[config.mk]
export PLATFORM = sky130hd
export DESIGN_NAME = sc_bs_accumulator
export DESIGN_NICKNAME = d
export VERILOG_FILES = /design/src/rtl/sc_bs_accumulator.sv
export SDC_FILE = /design/constraint.sdc
export NUM_CORES = 1
export LEC_CHECK = 0
export BUFFER_PORTS_ARGS = -buffer_cell sky130_fd_sc_hd__buf_2
export CAP_MARGIN = 25
export CELL_PAD_IN_SITES_DETAIL_PLACEMENT = 2
export CELL_PAD_IN_SITES_GLOBAL_PLACEMENT = 2
export CORE_MARGIN = 2
export CORE_UTILIZATION = 32
export DETAILED_ROUTE_END_ITERATION = 16
export PLACE_DENSITY = 0.84
export SETUP_SLACK_MARGIN = 0.3
export SLEW_MARGIN = 5
export SYNTH_ARGS = -nofsm -noshare
export SYNTH_HDL_FRONTEND = slang
export SYNTH_SLANG_ARGS = --single-unit
[constraint.sdc]
create_clock -name clk -period 2.3 [get_ports clk]
set_clock_uncertainty 0.2 [all_clocks]
set_input_delay 0.345 -clock clk [delete_from_list [all_inputs] [get_ports clk]]
set_output_delay 0.345 -clock clk [all_outputs]
set_load 0.005 [all_outputs]
[src/rtl/sc_bs_accumulator.sv]
// Popcount-accumulates a programmed number of stochastic bitstream chunks back to binary.
// Latency: result_valid two edges after the last accepted chunk. bs_ready only in ACC.
module sc_bs_accumulator #(
  parameter int IN_WIDTH    = 32,
  parameter int CNT_WIDTH   = 16,
  parameter int CHUNK_WIDTH = 8
) (
  input  logic                   clk,
  input  logic                   rst,
  input  logic                   start,
  input  logic [CHUNK_WIDTH-1:0] num_chunks,
  input  logic [IN_WIDTH-1:0]    bs_in,
  input  logic                   bs_valid,
  output logic                   bs_ready,
  output logic [CNT_WIDTH-1:0]   result,
  output logic                   result_valid,
  output logic                   busy
);
  localparam int PC_W = $clog2(IN_WIDTH + 1);

  typedef enum logic [1:0] {IDLE, ACC, DRAIN, DONE} state_t;

  state_t                 state;
  logic [CNT_WIDTH-1:0]   acc;
  logic [PC_W-1:0]        pc_reg;
  logic [PC_W-1:0]        pc_next;
  logic                   pc_valid;
  logic [CHUNK_WIDTH-1:0] beat_cnt;
  logic [CHUNK_WIDTH-1:0] num_lat;
  logic [CNT_WIDTH:0]     acc_wide;
  logic [CNT_WIDTH-1:0]   acc_sum;
  logic                   accept;
  logic                   last_beat;

  always_comb begin
    pc_next = '0;
    for (int i = 0; i < IN_WIDTH; i++) begin
      pc_next = pc_next + PC_W'(bs_in[i]);
    end
  end

  // One spare bit catches overflow so the sum can clamp to all-ones.
  always_comb begin
    acc_wide = {1'b0, acc} + (CNT_WIDTH + 1)'(pc_reg);
    acc_sum  = acc_wide[CNT_WIDTH] ? '1 : acc_wide[CNT_WIDTH-1:0];
  end

  assign accept    = bs_valid && bs_ready;
  assign last_beat = (beat_cnt == num_lat - 1'b1);

  always_ff @(posedge clk or posedge rst) begin
    if (rst) begin
      state        <= IDLE;
      acc          <= '0;
      pc_reg       <= '0;
      pc_valid     <= 1'b0;
      beat_cnt     <= '0;
      num_lat      <= '0;
      bs_ready     <= 1'b0;
      result       <= '0;
      result_valid <= 1'b0;
      busy         <= 1'b0;
    end else begin
      result_valid <= 1'b0;
      case (state)
        IDLE: begin
          if (start) begin
            num_lat  <= num_chunks;
            acc      <= '0;
            beat_cnt <= '0;
            pc_valid <= 1'b0;
            busy     <= 1'b1;
            if (num_chunks != '0) begin
              state    <= ACC;
              bs_ready <= 1'b1;
            end else begin
              state        <= DONE;
              result       <= '0;
              result_valid <= 1'b1;
            end
          end
        end
        ACC: begin
          pc_valid <= accept;
          if (pc_valid) acc <= acc_sum;
          if (accept) begin
            pc_reg   <= pc_next;
            beat_cnt <= beat_cnt + 1'b1;
            if (last_beat) begin
              state    <= DRAIN;
              bs_ready <= 1'b0;
            end
          end
        end
        DRAIN: begin
          // The last popcount is always pending here; fold it straight into result.
          acc          <= acc_sum;
          result       <= acc_sum;
          pc_valid     <= 1'b0;
          result_valid <= 1'b1;
          state        <= DONE;
        end
        default: begin
          state <= IDLE;
          busy  <= 1'b0;
        end
      endcase
    end
  end
endmodule

==> impl_summary.log, run 1 <==
INFO  metric clk_transition_reported_paths = ~0.050 ns
INFO  metric dpl-instance-area = 5140 µm²
INFO  metric dominantRegCellSynth = dfrtp_1
INFO  metric setup.worst_path.start_class = primary input
INFO  metric cts_sinks = 60
INFO  metric layout_commonest_cell = buf_2
INFO  metric final_nets = ~670
INFO  metric hold_class = in -> reg
INFO  metric io_pins = 63
INFO  metric cts-root-buf = clkbuf_16
INFO  metric worst_ep_arrival_time = 4.56 ns
INFO  metric routed_wirelength = 18.4 mm
INFO  metric synthesized_instance_count = 447
INFO  metric path_type_of_the_worst_setup_path = in -> reg
INFO  metric final.min_clock_period = 4.54 ns
INFO  metric final-hold-violation-count = 0
INFO  metric setup.reg_to_reg.worst_slack = -0.56 ns
INFO  metric antenna_cells = 0
INFO  metric worstPathMaxFanout = 2
INFO  metric numCtsBuffers = 9
INFO  metric dpl.hpwl = 10.6 mm
INFO  metric maxSlewHeadroom = 0.375
INFO  metric status = complete, but fails checks
INFO  metric drt_iter0_markers = ~280
INFO  metric max-clock-path-buffers = 2
INFO  metric die_area = 14100 µm²
INFO  metric worst_hold_path.num_cells = 2
INFO  metric post_route_setup_slack = -2.24 ns
INFO  metric worst-r2r-cell-count = 11
INFO  metric violations = setup timing
INFO  metric synth_cell_types = 59
INFO  metric r2r-start = acc[0]
INFO  metric clk_latency = roughly 0.34 ns
INFO  metric top_usage_layer = met2
INFO  metric rsz0062_at_grt = yes
INFO  metric final_min_period_over_clock_period = 1.97
INFO  metric worst_pin_slew = 0.935 ns
INFO  metric grt_max_degree = 42
INFO  metric setup_total_negative_slack = -24.93 ns
INFO  metric routed-via-count = roughly 4.1k
INFO  metric grt_first_pass_wirelength = approximately 27 mm
INFO  metric via_count_of_the_first_global_routing_pass = approximately 4.6k
INFO  metric die_h = 119 µm
INFO  metric timing.max_cap.violations = 0
INFO  metric drc = 0
INFO  metric port_buffers = 62
INFO  metric max_freq = 220 MHz
INFO  metric syn_to_final_growth = 46.2%
INFO  metric grt_antenna_before_repair = 0
INFO  metric synth_edf_count = 0
INFO  metric r2r_end = acc[14]
INFO  metric critical_path_data_required_time = approximately 2.3 ns
INFO  metric gr-usage-all-layers = 0.247
INFO  metric synth-warning-count = 0
INFO  metric filler_cell_count = 1320
INFO  metric num_rows = 41
INFO  metric globalRouteMet1Util = 0.283
INFO  metric synth_seq_area_share = 0.355
INFO  metric synth-seq-cells = 60
INFO  metric timing.final.max_slew_violations = 0
INFO  metric vias_per_cell = 5.43
INFO  metric synth.net_count = 535
INFO  metric die-width = 119 µm
INFO  metric layout-drive-gt1-share = 0.451
INFO  metric tritoncts_clock_tree = done
INFO  metric worst_hold_path.endpoint = num_lat[6]
INFO  metric route.antenna.remaining_nets = 0
INFO  metric postSynth.asyncResetShare = 1.00
INFO  metric globalRoute.totalOverflow = 0
INFO  metric peakVddDrop = 529 µV
INFO  metric syn_area_per_cell = ~9.5 µm²
INFO  metric floorplan.initialDensity = 0.331
INFO  metric place_congestion = about 0.85
INFO  metric routedWlPerCell = around 24 µm
INFO  metric grt_use_met3 = 0.0393
INFO  metric finish.cell_count_without_fillers = 753
INFO  metric cts_htree_levels = 3
INFO  metric post-place-cells = 712
INFO  metric mappedNetlistArea = 4230 µm²
INFO  metric largestRegisters = acc x16, result x16
INFO  metric finalInstanceArea = ~6200 µm²
INFO  metric grtUsageMet2 = 0.452
INFO  metric core = ~13000 µm²
INFO  metric leakage = 0.00284 µW
INFO  metric setup.worst_path.end_class = flop
INFO  metric hp-start = num_chunks[6]
INFO  metric first_pass_iters = 4
INFO  metric pwr_cell_area = 1510 nW/µm²
INFO  metric layout.cells.most_common_list = buf_2, dfrtp_1, inv_1
INFO  metric layout.core_utilization = 0.484
INFO  metric timing.final.setup_violations = 38
-- routing by layer --
metal	wire, µm	vias up
met5	0	-
li1	-	1782
met4	669	0
met2	9880	143
met1	7100	2111
met3	732	53
-- synth_stat cells, types with 2 or more instances --
cell,count,area share
inv_1,67,0.059
dfrtp_1,60,0.36
nand2_1,45,0.040
o21ai_0,26,0.031
fa_1,25,0.12
nor2_1,23,0.020
a21oi_1,21,0.025
ha_1,19,0.056
nand3_1,18,0.021
xor2_1,15,0.031
xnor2_1,12,0.025
mux2_2,10,0.027
and3_1,7,0.010
buf_2,7,0.0083
a31oi_1,6,0.0089
nand4_1,6,0.0089
a21o_1,5,0.0089
nor3_1,5,0.0059
o211ai_1,5,0.0089
a211oi_1,4,0.0071
clkbuf_1,4,0.0036
nor2b_1,4,0.0059
a21oi_2,3,0.0062
o31ai_1,3,0.0053
a311oi_1,2,0.0041
a31o_2,2,0.0041
a41oi_1,2,0.0041
and2_1,2,0.0030
and4_1,2,0.0041
buf_4,2,0.0036
mux2i_1,2,0.0047
nand2b_1,2,0.0030
nor4_1,2,0.0030
o2111ai_1,2,0.0041
o21ai_1,2,0.0024
or3_1,2,0.0030
-- report_power, final --
part | leakage (µW) | switching (µW) | internal, µW | total, µW
combinational | 0.00192 | 3580 | 2760 | 6340
clock | 0.000135 | 507 | 823 | 1330
sequential | 0.000786 | 299 | 1340 | 1640
-- per-stage QoR --
stage / hold slack (ns) / power, µW / worst slack, ns
detailed placement: 0.217 / 6420 / -2.66
CTS: 0.0481 / 8570 / -2.22
finish: 0.0552 / 9310 / -2.24
floorplan: 0.251 / 4600 / -2.30
global placement: 0.193 / 5920 / -2.47
global route: 0.0621 / 9880 / -2.41
-- worst max path at each step --
stage	from	end	slack (ns)	depth (start not counted)
3_5_place_dp	bs_in[9]	pc_reg[5]	-2.66	17
3_3_place_gp	bs_in[17]	pc_reg[4]	-2.47	17
6_report	bs_in[17]	pc_reg[4]	-2.24	17
5_1_grt	bs_in[17]	pc_reg[4]	-2.41	17
4_1_cts	bs_in[17]	pc_reg[4]	-2.22	17
2_1_floorplan	bs_in[17]	pc_reg[4]	-2.30	16
-- layout make-up --
type,count,area (µm²),share of cell area
timing repair buffer,132,937,0.152
inverter,67,255,0.0413
multi-input combinational,308,3000,0.485
clock buffer,11,233,0.0376
tap,172,215,0.0348
clock inverter,3,40.0,0.00648
sequential,60,1500,0.243
-- logic make-up after synthesis --
family          share of synthesized area
compound gates                      0.165
xor+xnor                           0.0559
fa+ha+maj                           0.175
buf+inv                            0.0749
flops                               0.355
mux                                0.0314
simple gates                        0.144
-- critical path, cell delays in order --
cell	delay, ns
buf_6	0.09
fa_1	0.55
inv_2	0.04
fa_2	0.52
fa_1	0.43
fa_1	0.53
fa_1	0.43
fa_1	0.52
inv_2	0.05
ha_4	0.16
inv_2	0.06
fa_2	0.21
inv_2	0.05
a21o_1	0.16
a21oi_2	0.16
xor2_1	0.18
o21ai_1	0.08
-- timing repair --
action                     in CTS  in global routing
hold endpoints to repair       19                  0
setup buffers                  15                 10
setup endpoints to repair      46                 47
pin swaps                      39                 31
resized for setup              79                 40
hold buffers                    1                  0
gates cloned                    1                  0
(Power assumes the default switching activity.)
==> run 2, diff against run 1 <==
ABC_CLOCK_PERIOD_IN_PS = 2300   (was default)
CORE_UTILIZATION = 33   (was 32)
CTS_BUF_LIST = sky130_fd_sc_hd__clkbuf_4 sky130_fd_sc_hd__clkbuf_8   (was default)
PLACE_DENSITY = 0.86   (was 0.84)
==> run 2 against run 1 <==
Effect of this change:
- the run still ends with setup timing left
- combinational power increased by 6.6%
- core utilization increased by 1.0 points
- clock power decreased by 6%
- register-to-register slack got worse by 0.08 ns
- count of clock-buffer cells in the layout decreased by 2
- fmax decreased by 3.2%
- sequential share of layout area decreased by 0.13 points
- flip-flop and latch count unchanged
- wire length increased by 8.9%
- first-iteration DRC count decreased by 21%
- die area decreased by 2.9%
- worst hold slack got worse by 0.052 ns
- critical endpoint unchanged
==> impl_summary.log, run 2 (synthesized netlist as in run 1, its figures left out) <==
INFO  metric post_route_setup_slack = -2.39 ns (-0.152 ns)
INFO  metric status = complete, but fails checks
INFO  metric timing.critical_path.mode_cell = fa_1
INFO  metric max_freq = 213 MHz (-3.2%)
INFO  metric maxSlewHeadroom = 0.399 (+0.0241)
INFO  metric drt_iter0_markers = 220 (-21%)
INFO  metric seq_area = 1500 µm² (unchanged)
INFO  metric worstPathBufferInverterCount = 5 (unchanged)
INFO  metric grt_max_degree = 35 (-17%)
INFO  metric multiInputGateArea = 2990 µm² (-0.38%)
INFO  metric layout-drive-gt1-share = 0.467 (+0.0158)
INFO  metric cts-root-buf = clkbuf_8
INFO  metric timing.final.max_slew_violations = 0 (unchanged)
INFO  metric pwr_cell_area = 1550 nW/µm² (+3.0%)
INFO  metric slowest_delay = 0.55 ns (about the same)
INFO  metric route.antenna.remaining_nets = 0 (unchanged)
INFO  metric place_ws = -2.67 ns (-0.0135 ns)
INFO  metric final_nets = 670 (+0.60%)
INFO  metric die_h = 117 µm (-1.5%)
INFO  metric final.min_clock_period = 4.69 ns (+0.152 ns)
INFO  metric place_congestion = 0.835 (-1.5%)
INFO  metric syn_to_final_growth = 47.0%
INFO  metric clk_latency = 0.39 ns (+0.05 ns)
INFO  metric grt_antenna_before_repair = 1 (+1)
INFO  metric leakage = 0.00286 µW (+0.88%)
INFO  metric largestRegisters = acc x16, result x16
INFO  metric cpMaxStageDelayCell = fa_1
INFO  metric violations = setup timing
INFO  metric layout.cells.most_common_list = dfrtp_1, buf_2, buf_4
INFO  metric peakVddDrop = 634 µV (+20%)
INFO  metric final-hold-violation-count = 0 (unchanged)
INFO  metric crit_family = adder cells
INFO  metric crit_path_cell_trace = buf_6 -> fa_1 -> inv_1 -> fa_1 -> fa_2 -> fa_1 -> fa_1 -> fa_1 -> inv_2 -> ha_4 -> inv_2 -> fa_2 -> inv_2 -> a21o_1 -> a21oi_2 -> xor2_1 -> o21ai_1
INFO  metric port_buffers = 62 (unchanged)
INFO  metric io_pins = 63 (unchanged)
INFO  metric timing.final.setup_violations = 39 (+2.6%)
INFO  metric clk_transition_reported_paths = 0.08 ns (+0.03 ns)
INFO  metric filler_cell_count = 1293 (-2.0%)
INFO  metric timing.max_cap.violations = 0 (unchanged)
INFO  metric finalPower = 9640 µW (+3.6%)
INFO  metric core = 12600 µm² (-1.6%)
INFO  metric critical_path_data_required_time = 2.40 ns (+0.08 ns)
INFO  metric floorplan.initialDensity = 0.336 (+0.00540)
INFO  metric worstPathMaxFanout = 2 (unchanged)
INFO  metric via_count_of_the_first_global_routing_pass = 4799 (+3.5%)
INFO  metric routedWlPerCell = 26.3 µm (+7.9%)
INFO  metric finish.cell_count_without_fillers = 760 (+0.93%)
INFO  metric setup.worst_path.end_class = flop
INFO  metric setup.worst_path.start_class = primary input
INFO  metric dpl.hpwl = 10.6 mm (+0.57%)
INFO  metric routed_wirelength = 20.0 mm (+8.9%)
INFO  metric tritoncts_clock_tree = done
INFO  metric routed-via-count = 4155 (+1.6%)
INFO  metric vias_per_cell = 5.47 (+0.68%)
INFO  metric die_area = 13700 µm² (-2.9%)
INFO  metric worst_pin_slew = 0.898 ns (-0.0371 ns)
INFO  metric gr-usage-all-layers = 0.269 (+0.0216)
INFO  metric globalRoute.totalOverflow = 0 (unchanged)
INFO  metric die-width = 117 µm (-1.5%)
INFO  metric rsz0062_at_grt = yes
INFO  metric num_rows = 41 (unchanged)
INFO  metric numCtsBuffers = 9 (unchanged)
INFO  metric first_pass_iters = 6 (+2)
INFO  metric worst_ep_arrival_time = 4.79 ns (+0.23 ns)
INFO  metric hold_class = in -> reg
INFO  metric path_type_of_the_worst_setup_path = in -> reg
INFO  metric drc = 0 (unchanged)
INFO  metric cts_sinks = 60 (unchanged)
INFO  metric final_min_period_over_clock_period = 2.04 (+0.0661)
INFO  metric grt_first_pass_wirelength = 27.1 mm (+2.1%)
INFO  metric cts_htree_levels = 3 (unchanged)
INFO  metric max-clock-path-buffers = 2 (unchanged)
INFO  metric layout_commonest_cell = dfrtp_1
INFO  metric post-place-cells = 716 (+0.56%)
INFO  metric worst_hold_slack = 0.00328 ns (-0.0520 ns)
run 2: cell types whose count changed in the layout (fill, tap and decap cells not counted), moves of 3 or more:
cell,change
buf_2,-5
buf_4,+3
inv_2,+3
buf_6,+8
nand2_2,-4
clkbuf_8,+9
clkbuf_16,-9
inv_1,-4
nand2_1,+3
o21ai_0,-3
run 2: through the flow:
| stage | setup TNS (ns) | cell area (µm²) | utilization |
|---|---|---|---|
| global placement | -19.13 | 5170 | 0.411 |
| floorplan | -14.88 | 4350 | - |
| global route | -30.72 | 6210 | 0.494 |
| CTS | -20.39 | 5900 | 0.469 |
| detailed placement | -23.03 | 5170 | 0.411 |
| finish | -29.20 | 6210 | 0.494 |
run 2: final cells by class:
| class | count | share of cell area |
|---|---|---|
| repair buffers | 137 | 0.162 |
| multi-input cells | 307 | 0.481 |
| diodes | 1 | 0.000403 |
| well taps | 172 | 0.0346 |
| clock buffers | 9 | 0.0199 |
| clock inverters | 7 | 0.0185 |
| inverters | 67 | 0.0415 |
| flip-flops and latches | 60 | 0.242 |
run 2: report_power, final:
part / switching (µW) / total (µW) / internal [µW]
Sequential: 298 / 1640 / 1340
Clock: 530 / 1250 / 715
Combinational: 3830 / 6760 / 2930
Total: 4660 / 9640 / 4990
run 2: layer usage:
metal / vias up / part of all wire / track usage
li1: 1784 / - / -
met1: 2162 / 0.37 / 0.289
met2: 137 / 0.54 / 0.500
met3: 72 / 0.038 / 0.0391
met4: 0 / 0.050 / 0.151
met5: - / 0 / 0
run 2: path summary, 6_finish.rpt:
| check | start | to | slack, ns | cells past startpoint |
|---|---|---|---|---|
| max reg2reg | acc[0] | acc[11] | -0.64 | 9 |
| max in group asynchronous | rst | acc[7] | 0.88 | 4 |
| min in group asynchronous | rst | beat_cnt[0] | 0.42 | 3 |
| min reg2reg | result[10] | result[10] | 0.28 | 1 |
| max | bs_in[21] | pc_reg[4] | -2.39 | 17 |
| min | num_chunks[2] | num_lat[2] | 0.003 | 2 |
run 2: what timing repair did:
item,in CTS,in global routing
hold buffers,1,0
resized for setup,88,47
pin swaps,48,29
hold endpoints to repair,26,0
buffers inserted,13,13
setup endpoints to repair,45,47
==> run 3, diff against run 2 <==
ABC_CLOCK_PERIOD_IN_PS = default   (was 2300)
CORE_ASPECT_RATIO = 0.6   (was default)
CORE_UTILIZATION = 37   (was 33)
PLACE_DENSITY = 0.91   (was 0.86)
clock period = 4.9 ns   (was 2.3 ns; I/O delays follow)
==> run 3 against run 2 <==
Effect of this change:
- the run still ends with setup timing left
- global-route usage grew 0.10 points
- final cell count shrank 12%
- setup slack gained 2.2 ns
- highest routed layer unchanged
==> impl_summary.log, run 3 (synthesized netlist as in run 1, its figures left out) <==
INFO  metric status = complete, but fails checks
INFO  metric violations = setup timing
INFO  metric layout-drive-gt1-share = 0.243 (-0.224)
INFO  metric port_buffers = 62 (unchanged)
INFO  metric worst_hold_slack = 0.203 ns (+0.200 ns)
INFO  metric final_min_period_over_clock_period = 1.04
INFO  metric timing.max_cap.violations = 0 (unchanged)
INFO  metric power.clock.fraction = 0.150 (+0.021)
INFO  metric num_rows = 30 (-27%)
INFO  metric first_pass_iters = 5 (-1)
INFO  metric antenna_cells = 0 (-1)
INFO  metric netSwitchingFraction = 0.488 (+0.00482)
INFO  metric hold_class = in -> async
INFO  metric cts_sinks = 60 (unchanged)
INFO  metric io_pins = 63 (unchanged)
INFO  metric post-place-cells = 647 (-9.6%)
INFO  metric grt_first_pass_wirelength = 25.0 mm (-8.0%)
INFO  metric routed_wirelength = 15.7 mm (-22%)
INFO  metric cts_htree_levels = 3 (unchanged)
INFO  metric largestRegisters = acc x16, result x16
INFO  metric routed-via-count = 3824 (-8.0%)
INFO  metric r2r_end = result[3]
INFO  metric max_freq = 196 MHz
INFO  metric final_nets = 606 (-9.6%)
INFO  metric clk_latency = 0.38 ns (about the same)
INFO  metric layout.cells.most_common_list = buf_2, inv_1, dfrtp_1
INFO  metric setup.worst_path.end_class = flop
INFO  metric clk_transition_reported_paths = 0.08 ns (about the same)
INFO  metric max-clock-path-buffers = 2 (unchanged)
INFO  metric grt_max_degree = 37 (+5.7%)
INFO  metric floorplan.initialDensity = 0.377 (+0.0403)
INFO  metric drt_iter0_markers = 263 (+20%)
INFO  metric vias_per_cell = 5.73 (+4.9%)
INFO  metric power.internal = 1850 µW (-63%)
INFO  metric cts_hold_repair.buffers = 0 (-1)
INFO  metric worst_pin_slew = 0.726 ns (-0.172 ns)
INFO  metric maxSlewHeadroom = 0.514 (+0.115)
INFO  metric globalRoute.totalOverflow = 0 (unchanged)
INFO  metric r2r-start = acc[0]
INFO  metric cts-root-buf = clkbuf_8
INFO  metric peakVddDrop = 256 µV (-60%)
INFO  metric final.min_clock_period = 5.10 ns
INFO  metric numCtsBuffers = 9 (unchanged)
INFO  metric setup.reg_to_reg.worst_slack = 1.72 ns (+2.36 ns)
INFO  metric timing.final.setup_violations = 4 (-90%)
INFO  metric via_count_of_the_first_global_routing_pass = 4282 (-11%)
INFO  metric layout_commonest_cell = buf_2
INFO  metric worst-r2r-cell-count = 9 (unchanged)
INFO  metric die_area = 12300 µm² (-10%)
INFO  metric layout.core_utilization = 0.446 (-0.0487)
INFO  metric leakage = 0.00243 µW (-15%)
INFO  metric rsz0062_at_grt = yes
INFO  metric route.antenna.remaining_nets = 0 (unchanged)
INFO  metric multiInputGateArea = 2440 µm² (-18%)
INFO  metric grt_antenna_before_repair = 0 (-1)
INFO  metric pwr_cell_area = 721 nW/µm² (-54%)
INFO  metric timing.final.max_slew_violations = 0 (unchanged)
INFO  metric dpl.hpwl = 10.8 mm (+1.2%)
INFO  metric worstPathMaxFanout = 2 (unchanged)
INFO  metric post_route_setup_slack = -0.203 ns (+2.19 ns)
INFO  metric drc = 0 (unchanged)
INFO  metric worst_ep_arrival_time = 5.14 ns (+0.35 ns)
INFO  metric tritoncts_clock_tree = done
INFO  metric power_switching = 1760 µW (-62%)
INFO  metric p_seq_frac = 0.213 (+0.043)
INFO  metric core = 11200 µm² (-11%)
INFO  metric path_type_of_the_worst_setup_path = in -> reg
INFO  metric die_h = 86.8 µm (-26%)
INFO  metric setup.worst_path.start_class = primary input
INFO  metric critical_path_data_required_time = 4.94 ns (+2.54 ns)
INFO  metric place_congestion = 0.850 (+1.8%)
INFO  metric filler_cell_count = 1196 (-7.5%)
INFO  metric pwr-share-comb = 0.637 (-0.064)
INFO  metric gr-usage-all-layers = 0.270 (+0.00103)
INFO  metric die-width = 142 µm (+21%)
INFO  metric routedWlPerCell = 23.5 µm (-11%)
INFO  metric finish.cell_count_without_fillers = 667 (-12%)
INFO  metric seq_area = 1500 µm² (about the same)
INFO  metric syn_to_final_growth = 18.3%
INFO  metric final-hold-violation-count = 0 (unchanged)
run 3: how the worst max path moves through the flow:
stage | from | endpoint | slack, ns | depth (start not counted)
2_1_floorplan | bs_in[17] | pc_reg[4] | -0.10 | 16
3_3_place_gp | bs_in[17] | pc_reg[4] | -0.32 | 17
3_5_place_dp | bs_in[17] | pc_reg[4] | -0.56 | 17
4_1_cts | bs_in[21] | pc_reg[4] | -0.21 | 17
5_1_grt | bs_in[21] | pc_reg[4] | -0.30 | 17
6_report | bs_in[21] | pc_reg[2] | -0.20 | 17
run 3: through the flow:
step	setup TNS, ns	total power (µW)	setup WS (ns)	area, µm²
floorplan	-0.168	2050	-0.104	4240
global placement	-1.14	2530	-0.323	4720
detailed placement	-2.36	2770	-0.560	4720
CTS	-0.662	3520	-0.215	4970
global route	-1.11	3830	-0.301	5000
finish	-0.779	3610	-0.203	5000
run 3: power groups by stage:
stage | clock [µW] | sequential (µW) | combinational, µW
floorplan | 0 | 718 | 1330
global placement | 0 | 749 | 1780
detailed placement | 0 | 768 | 2000
CTS | 537 | 767 | 2220
global route | 557 | 786 | 2480
finish | 540 | 768 | 2300
run 3: final cells by class:
| class | instances | area share |
|---|---|---|
| Multi-Input combinational cell | 307 | 0.489 |
| Sequential cell | 60 | 0.300 |
| Timing Repair Buffer | 73 | 0.0805 |
| Inverter | 67 | 0.0503 |
| Tap cell | 144 | 0.0360 |
| Clock buffer | 9 | 0.0248 |
| Clock inverter | 7 | 0.0198 |
run 3: timing repair:
action,in CTS,in global routing
gates resized for setup,6,6
endpoints found under the hold margin,0,0
buffers inserted,2,2
pin swaps,10,6
endpoints found under the setup margin,5,5
cloned,0,0
run 3: critical path, cell delays in order:
cell and delay, ns:
buf_6 0.09, fa_1 0.56, inv_2 0.05, fa_2 0.56
fa_1 0.44, fa_1 0.58, fa_1 0.44, fa_1 0.45
inv_2 0.08, ha_4 0.13, inv_2 0.04, fa_2 0.35
buf_4 0.15, buf_6 0.10, buf_4 0.13, xor2_2 0.17
o21ai_1 0.07
run 3: per-layer routing:
metal | vias up | part of all wire | global-route usage
li1 | 1660 | - | -
met1 | 2000 | 0.43 | 0.338
met2 | 129 | 0.50 | 0.468
met3 | 35 | 0.047 | 0.0597
met4 | 0 | 0.021 | 0.0855
met5 | - | 0 | 0
